File: src/rtl/conv_2by2_sequencer.sv
// -----------------------------------------------------------------------------
// conv_2by2_sequencer
// Control sequencer for the 2x2 convolution datapath. A start request walks the
// datapath through a skewed 3x3-filter feed over the 4x4 input, drains the
// systolic array, then reads the four results (C11, C12, C21, C22) out of the
// result buffer in order.
//
// Ports
//   clk                 in   rising-edge clock
//   rst                 in   asynchronous reset, active-low
//   start               in   1-cycle request, honoured only when idle
//   abort               in   synchronous abort back to idle from any state
//   input_array_addr    out  5-bit select for the side (input) mux
//   filter_first_addr   out  5-bit select for the ceiling_1 mux
//   filter_second_addr  out  5-bit select for the ceiling_2 mux
//   sys_en              out  systolic array enable
//   sys_clr             out  1-cycle accumulator clear on start accept
//   buffer_read_addr    out  2-bit result buffer read select
//   out_valid           out  result output holds valid data
//   busy                out  high while a sequence is in progress
//   done                out  1-cycle pulse at the end of a sequence
//
// All outputs are registered. The outputs show the beat chosen by the state
// and beat counter of the previous cycle, so the visible sequence trails the
// internal state by one cycle; the accept cycle shows sys_clr alone.
// -----------------------------------------------------------------------------
module conv_2by2_sequencer #(
   parameter int FEED_LEN  = 10,
   parameter int DRAIN_CYC = 2,
   parameter int BUF_LAT   = 1,
   parameter int ZERO_ADDR = 25
) (
   input  logic       clk,
   input  logic       rst,
   input  logic       start,
   input  logic       abort,
   output logic [4:0] input_array_addr,
   output logic [4:0] filter_first_addr,
   output logic [4:0] filter_second_addr,
   output logic       sys_en,
   output logic       sys_clr,
   output logic [1:0] buffer_read_addr,
   output logic       out_valid,
   output logic       busy,
   output logic       done
);

   localparam logic [4:0] ZA         = 5'(ZERO_ADDR);
   localparam logic [3:0] FEED_LAST  = 4'(FEED_LEN - 1);
   localparam logic [3:0] DRAIN_LAST = 4'(DRAIN_CYC - 1);
   localparam logic [3:0] READ_LAST  = 4'd3;
   // The last feed beat is the ceiling_2 skew beat; all earlier beats are taps.
   localparam logic [3:0] TAPS       = FEED_LAST;

   typedef enum logic [2:0] {
      S_IDLE,
      S_FEED,
      S_DRAIN,
      S_READ,
      S_DONE
   } state_t;

   state_t             r_state;
   logic [3:0]         r_t;
   logic [4:0]         r_in_addr;
   logic [4:0]         r_f1_addr;
   logic [4:0]         r_f2_addr;
   logic               r_sys_en;
   logic               r_sys_clr;
   logic [1:0]         r_rd_addr;
   logic               r_rd;
   logic [BUF_LAT-1:0] r_vld_dly;
   logic               r_busy;
   logic               r_done;

   // Input window row-major over the 4x4 input: 4*(t/3) + t%3.
   function automatic logic [4:0] f_in_addr(input logic [3:0] t);
      case (t)
         4'd0:    return 5'd0;
         4'd1:    return 5'd1;
         4'd2:    return 5'd2;
         4'd3:    return 5'd4;
         4'd4:    return 5'd5;
         4'd5:    return 5'd6;
         4'd6:    return 5'd8;
         4'd7:    return 5'd9;
         4'd8:    return 5'd10;
         default: return ZA;
      endcase
   endfunction

   function automatic logic [4:0] f_f1_addr(input logic [3:0] t);
      return (t < TAPS) ? (5'd16 + {1'b0, t}) : ZA;
   endfunction

   // ceiling_2 sees the same filter taps one beat later.
   function automatic logic [4:0] f_f2_addr(input logic [3:0] t);
      return (t == 4'd0) ? ZA : (5'd15 + {1'b0, t});
   endfunction

   always_ff @(posedge clk or negedge rst) begin
      if (!rst) begin
         r_state   <= S_IDLE;
         r_t       <= '0;
         r_in_addr <= ZA;
         r_f1_addr <= ZA;
         r_f2_addr <= ZA;
         r_sys_en  <= 1'b0;
         r_sys_clr <= 1'b0;
         r_rd_addr <= '0;
         r_rd      <= 1'b0;
         r_vld_dly <= '0;
         r_busy    <= 1'b0;
         r_done    <= 1'b0;
      end else begin
         r_sys_clr    <= 1'b0;
         r_done       <= 1'b0;
         // out_valid is the read flag delayed by the buffer latency.
         r_vld_dly[0] <= r_rd;
         for (int i = 1; i < BUF_LAT; i++) begin
            r_vld_dly[i] <= r_vld_dly[i-1];
         end

         if (abort) begin
            r_state   <= S_IDLE;
            r_t       <= '0;
            r_in_addr <= ZA;
            r_f1_addr <= ZA;
            r_f2_addr <= ZA;
            r_sys_en  <= 1'b0;
            r_rd_addr <= '0;
            r_rd      <= 1'b0;
            r_vld_dly <= '0;
            r_busy    <= 1'b0;
         end else begin
            case (r_state)
               S_IDLE: begin
                  r_busy <= 1'b0;
                  if (start) begin
                     r_state   <= S_FEED;
                     r_t       <= '0;
                     r_sys_clr <= 1'b1;
                     r_busy    <= 1'b1;
                  end
               end
               S_FEED: begin
                  r_sys_en  <= 1'b1;
                  r_in_addr <= f_in_addr(r_t);
                  r_f1_addr <= f_f1_addr(r_t);
                  r_f2_addr <= f_f2_addr(r_t);
                  if (r_t == FEED_LAST) begin
                     r_state <= S_DRAIN;
                     r_t     <= '0;
                  end else begin
                     r_t <= r_t + 4'd1;
                  end
               end
               S_DRAIN: begin
                  r_sys_en  <= 1'b1;
                  r_in_addr <= ZA;
                  r_f1_addr <= ZA;
                  r_f2_addr <= ZA;
                  if (r_t == DRAIN_LAST) begin
                     r_state <= S_READ;
                     r_t     <= '0;
                  end else begin
                     r_t <= r_t + 4'd1;
                  end
               end
               S_READ: begin
                  r_sys_en  <= 1'b0;
                  r_rd      <= 1'b1;
                  r_rd_addr <= r_t[1:0];
                  if (r_t == READ_LAST) begin
                     r_state <= S_DONE;
                     r_t     <= '0;
                  end else begin
                     r_t <= r_t + 4'd1;
                  end
               end
               S_DONE: begin
                  r_rd      <= 1'b0;
                  r_rd_addr <= '0;
                  r_done    <= 1'b1;
                  r_state   <= S_IDLE;
               end
               default: begin
                  r_state <= S_IDLE;
                  r_t     <= '0;
               end
            endcase
         end
      end
   end

   assign input_array_addr   = r_in_addr;
   assign filter_first_addr  = r_f1_addr;
   assign filter_second_addr = r_f2_addr;
   assign sys_en             = r_sys_en;
   assign sys_clr            = r_sys_clr;
   assign buffer_read_addr   = r_rd_addr;
   assign out_valid          = r_vld_dly[BUF_LAT-1];
   assign busy               = r_busy;
   assign done               = r_done;

endmodule
File: config.mk
export PLATFORM = sky130hd
export DESIGN_NAME = conv_2by2_sequencer
export DESIGN_NICKNAME = d
export VERILOG_FILES = /design/src/rtl/conv_2by2_sequencer.sv
export SDC_FILE = /design/constraint.sdc
export NUM_CORES = 1
export LEC_CHECK = 0
export ABC_AREA = 1
export BUFFER_PORTS_ARGS = -buffer_cell sky130_fd_sc_hd__buf_2
export CORE_ASPECT_RATIO = 0.9
export CORE_UTILIZATION = 55
export DETAILED_ROUTE_END_ITERATION = 6
export PLACE_DENSITY = 0.83
export SLEW_MARGIN = 20
export SYNTH_ARGS = -nofsm -noshare
export SYNTH_HDL_FRONTEND = slang
export SYNTH_SLANG_ARGS = --single-unit
File: constraint.sdc
create_clock -name clk -period 1.8 [get_ports clk]
set_input_delay 0.09 -clock clk [delete_from_list [all_inputs] [get_ports clk]]
set_output_delay 0.09 -clock clk [all_outputs]
set_load 0.02 [all_outputs]
=== Word level (Yosys, flattened, before mapping) ===
Memory sizes are Yosys's and may differ from the RTL's.
Index checks and enable logic that the tools add are counted.

* $lt $le $gt $ge: 1
* Equal/unequal tests: 12
* Reductions and logical operators: 9
* Mux-type cells: 34
* Add/subtract/negate cells: 3

{| class="wikitable"
|+ Operators with widths
! kind !! number
|-
| $pmux 5 s2 || 3
|-
| $mux 5 || 5
|-
| $mux 4 || 5
|-
| $pmux 4 s5 || 1
|-
| $mux 3 || 5
|-
| $ne 3x3->1 const B || 4
|-
| $pmux 3 s4 || 1
|-
| $mux 1 || 10
|-
| $reduce_bool 3->1 || 3
|-
| $eq 3x2->1 const B || 2
|-
| $add 4x4->5 const A || 1
|-
| $add 5x4->5 const A || 1
|-
| $add 4x1->4 const B || 1
|-
| $eq 4x1->1 const B || 1
|-
| $eq 4x2->1 const B || 1
|-
| $eq 4x4->1 const B || 1
|-
| $logic_not 4->1 || 1
|-
| $lt 4x4->1 const B || 1
|-
| $pmux 1 s2 || 2
|-
| $pmux 2 s2 || 1
|-
| $reduce_and 4->1 || 1
|-
| $eq 3x1->1 const B || 1
|-
| $eq 3x3->1 const B || 1
|-
| $logic_not 3->1 || 1
|-
| 5 further kinds || 5
|}

* Bits in read-only memories: 80
* Input port bits: 4
* Register bits after elaboration: 30
* Memories: 1
* Output and inout bits: 22

{| class="wikitable"
|+ Memories
! name !! words !! bits a word !! rd ports !! clocked after Yosys merged registers in !! wr ports !! RTL line !! source
|-
| (name not given) || 16 || 5 || 1 || 0 || 0 || 78 || <nowiki>case (t)</nowiki>
|}

=== Logic depth before layout (Yosys ltp) ===
* Depth in word-level cells: 4
* Mapped depth: 9
* Gate-level depth less buffers: 9

=== Least setup slack after synthesis ===
OpenSTA, ideal clock, no wires.

* Path kind: flip-flop to flip-flop
* Start: register r_t[0]
* End: register r_f2_addr[2], in the netlist filter_second_addr[2]
* Data arrival time: 1.442 ns
* Period minus slack after synthesis: 1.518 ns
* Required time: 1.724 ns
* Stages on the path, launching flop included: 6
* Path buffers: 0
* Setup slack: 0.282 ns
* Setup time: 0.076 ns
* Cell sequence: dfrtp_1 inv_1 ha_1 ha_1 or2_2 o21ai_1

* Cells in the longest elaborated chain, start to end: 4
* Elaborated cells between the ends (all ways): 5
* Those cells by class: add/sub (1); mux (3); reduce/logical (1)

{| class="wikitable"
|+ Ends and longest elaborated chain
! what !! RTL line !! source
|-
| from (decl) || 64 || <nowiki>logic [3:0] r_t;</nowiki>
|-
| from (signal assigned) || 155 || <nowiki>r_t <= r_t + 4'd1;</nowiki>
|-
| from (signal assigned) || 167 || <nowiki>r_t <= r_t + 4'd1;</nowiki>
|-
| from (signal assigned) || 178 || <nowiki>r_t <= r_t + 4'd1;</nowiki>
|-
| $add 4x4->5 / $logic_not 4->1 (equally long branches) || 98 || <nowiki>return (t == 4'd0) ? ZA : (5'd15 + {1'b0, t});</nowiki>
|-
| $mux 5 (*) || 98 ||
|-
| $pmux 5 s2 (*) || 136 || <nowiki>case (r_state)</nowiki>
|-
| $mux 5 (*) || 124 || <nowiki>if (abort) begin</nowiki>
|-
| to (signal assigned) || 150 || <nowiki>r_f2_addr <= f_f2_addr(r_t);</nowiki>
|-
| to (decl) || 67 || <nowiki>logic [4:0] r_f2_addr;</nowiki>
|}

Every way passes the cells marked *; elsewhere a longest branch is shown, timed or not.
A chain may end at the register's enable or synchronous reset.

=== Worst setup path after layout ===
* Start: register r_t[1]
* End: register r_state[1]

* Cells in the longest elaborated chain, start to end: 3
* Elaborated cells between the ends (all ways): 7
* Those cells by class: eq/ne (6); reduce/logical (1)

{| class="wikitable"
|+ Ends and longest elaborated chain
! what !! RTL line !! source
|-
| $eq 4x2->1, or another cell as far along || 174 || <nowiki>if (r_t == READ_LAST) begin</nowiki>
|-
| $ne 3x3->1 (no line) || -- ||
|-
| $reduce_and 4->1 (no line) (*) || -- ||
|-
| to (signal assigned) || 175 || <nowiki>r_state <= S_DONE;</nowiki>
|-
| to (signal assigned) || 185 || <nowiki>r_state <= S_IDLE;</nowiki>
|-
| to (signal assigned) || 188 || <nowiki>r_state <= S_IDLE;</nowiki>
|-
| to (decl) || 63 || <nowiki>state_t r_state;</nowiki>
|}

Marked as above.

==> results.md <==
- CTS Hold Bufs: 2
- DR vias: roughly 1,300
- Setup TNS: 0 ns
- Pwr per Cell Area: ~1300 nW/um2
- Critical path required time: 2.04 ns
- Mapped cell area: approximately 1500 um2
- Type of origin of the critical path: register
- Vias in the first global route: ~1,200
- CTS tree: yes
- Reg clk slew, reported paths: 0.09 ns
- Clock sink count: 29
- Avg Vias per Cell: 5.55
- Total CTS buffers: 5
- Most used cell, CP: nand2_1
- Die Width: about 57 um
- Synth top area share: 0.351
- First-pass GRT wire length: approximately 5400 um
- Worst setup EP type: register
- Tightest Pin Transition: 0.613 ns
- Num ports: 26
- Tcrit/Tclk final: 0.879
- Max stage delay on crit path: approximately 0.45 ns
- Final min period: between 1.5 and 2 ns
- H-tree Lvls: 2
- Mean Syn Cell Area: roughly 8.3 um2
- CTS max path bufs: 2
- Max Clk Rate: 632 MHz
- Row count: 17
- Sequential area share after synthesis: 0.491
- Drt first pass iters: 7
- Port Buffers: 24
- PostCTS Resize Cnt: 0
- Total Routed Length: between 3000 and 4000 um
- Switch share: 0.412
- Crit path DAT: roughly 1.8 ns
- Antenna violation net count after detailed routing: 0
- DRC: 7
- Hold Path Class: in -> reg
- RSZ-0062 raised after global routing: false
- Starting Density: 0.597
- Netlist cell types: 29
- Critical Path Fanout Max: 6
- Clock skew: between 0.002 and 0.003 ns
- Sequential power share: 0.398
- Failing checks: design-rule violations
- # nets final: 220
- Antenna violations before repair: 0
- Worst skew pair latency: ~0.34 ns
- Setup violators final: 0
- Clock power frac: 0.205
- Slew HR: 0.591
- Postcts setup bufs: 0
- Layout area overhead: 14.9%
- Pint: ~1300 uW
- Crit-path slowest cell: dfrtp_1
- Yosys reg bits: 29
- Dpl hpwl: between 2000 and 2500 um
- Async SR Flop Fraction: 1.00
- Final Util: 0.686
- Die height: slightly above 50 um
- Post-synth EDFFs: 0
- Most frequent cells after synthesis: 47 x nand2_1, 21 x dfrtp_1, 18 x nand3_1
- Core outline area: around 2500 um2
- Diodes inserted: 0
- GRT overflow: 0
- Final Hold Fails: 0
- Main synth FF type: dfrtp_1
- Synth area leaders: dfrtp_1 35%, dfstp_2 14%, nand2_1 12%
- Crit path cell chain: inv_1 > ha_1 > nand3_1 > nand2_1 > nand2_1 > nand2_1 > nand2_2 > nand2_1 > nand2_1
- Outcome: finished, violations left
- Die Area: 2940 um2
- 1st-iter DRT viols: 51
- Most instantiated library cell after synthesis: nand2_1
- Share of layout cells above drive strength 1: 0.261
- Drt wl/cell: around 13 um
- Yosys top cell by area: dfrtp_1
- Syn_nets: approximately 190
- Number of max-cap violations: 0
- WS Path Type: reg -> reg
- Clk root buf: clkbuf_4
- Comb power frac: 0.396
- Worst VDD drop: between 600 and 700 uV
- Warnings from Yosys: 0
- Psw: a little over 900 uW
- Total GRT Usage: 0.249
- Leakage power: 0.000905 uW
- Max-slew violation count: 0
- Final GP Congestion: roughly 0.94
- Cell count after synthesis: 181
- Maximum number of pins on one net before global-route repair: 30
-- power by group through the flow --
stage,combinational (uW),sequential (uW),clock [uW]
finish,892,898,463
floorplan,516,1030,0
detailed placement,880,911,0
CTS,888,899,470
global placement,850,901,0
global route,988,919,491
-- logic make-up after synthesis --
family | after synthesis | synth area share
simple gates | 98 | 0.291
buf+inv | 23 | 0.0651
other cells | 1 | 0.00250
compound gates | 22 | 0.0885
xor+xnor | 2 | 0.0117
fa+ha+maj | 6 | 0.0501
flops | 29 | 0.491
-- cell usage in the layout, fill, tap and decap left out --
| cell type | n |
|---|---|
| nand2_1 | 47 |
| buf_2 | 24 |
| dfrtp_1 | 21 |
| nand3_1 | 18 |
| nor2_1 | 17 |
| inv_1 | 13 |
| dfstp_2 | 8 |
| a21oi_1 | 6 |
| ha_1 | 6 |
| inv_2 | 5 |
| o21ai_0 | 5 |
| clkbuf_4 | 5 |
| nor3_1 | 4 |
| nor2_4 | 2 |
| nand2_2 | 2 |
| or2_1 | 2 |
| nor2_2 | 2 |
| o22ai_1 | 2 |
| o211ai_1 | 2 |
| o2111ai_1 | 2 |
| o21ai_1 | 2 |
| xor2_1 | 2 |
| or2_2 | 2 |
| clkbuf_8 | 2 |
| dlygate4sd3_1 | 2 |
| a31oi_1 | 1 |
| a31o_2 | 1 |
| nand3b_1 | 1 |
| nand4_1 | 1 |
| o31ai_1 | 1 |
| conb_1 | 1 |
| clkinv_2 | 1 |
| buf_4 | 1 |
-- worst max-delay path: cells and delay by family (launching register included) --
kind	cells	cell delay, ns
buffers and inverters	1	0.16
DFF	1	0.45
adders and majority gates	1	0.24
and+or+nand+nor	7	0.65
-- state kept, by name (all words and copies together), names as in the netlist --
| register | cells |
|---|---|
| input_array_addr | 5 |
| sys_en | 1 |
| r_t | 4 |
| r_state | 3 |
| done | 1 |
| filter_second_addr | 5 |
| r_rd | 1 |
| sys_clr | 1 |
| buffer_read_addr | 2 |
| out_valid | 1 |
| filter_first_addr | 4 |
| busy | 1 |
-- layer usage --
layer / track usage / share of wire / up-vias
li1: - / - / 642
met1: 0.324 / 0.45 / 625
met2: 0.378 / 0.45 / 54
met3: 0.0846 / 0.083 / 6
met4: 0.114 / 0.016 / 0
met5: 0 / 0 / -
-- metrics by stage --
stage | std cells | instance area, um2 | power, uW | setup WS [ns] | hold slack (ns)
finish | 239 | 1720 | 2250 | 0.218 | 0.0370
global route | 239 | 1720 | 2400 | 0.0593 | 0.0626
CTS | 239 | 1720 | 2260 | 0.230 | 0.0242
detailed placement | 229 | 1630 | 1790 | 0.241 | 0.143
global placement | 229 | 1630 | 1750 | 0.308 | 0.131
floorplan | 181 | 1500 | 1540 | 0.282 | -0.206
-- path summary, 6_finish.rpt --
| kind | from | to | slack [ns] | cells past startpoint |
|---|---|---|---|---|
| setup reg to reg | r_t[1] | r_state[1] | 0.22 | 9 |
| hold reg to reg | input_array_addr[4] | input_array_addr[4] | 0.47 | 2 |
| hold / removal | start | sys_clr | 0.04 | 3 |
| max in group asynchronous | rst | r_state[2] | 1.11 | 2 |
| min in group asynchronous | rst | busy | 0.29 | 2 |
| setup / recovery | r_t[1] | r_state[1] | 0.22 | 9 |
-- final cells by class --
class,count,area (um2)
fill,203,788
sequential,29,736
multi-input combinational,129,666
timing repair buffer,27,148
inverter,18,67.6
clock buffer,7,65.1
tap,28,35.0
clock inverter,1,5.00
(Power assumes the default switching activity.)
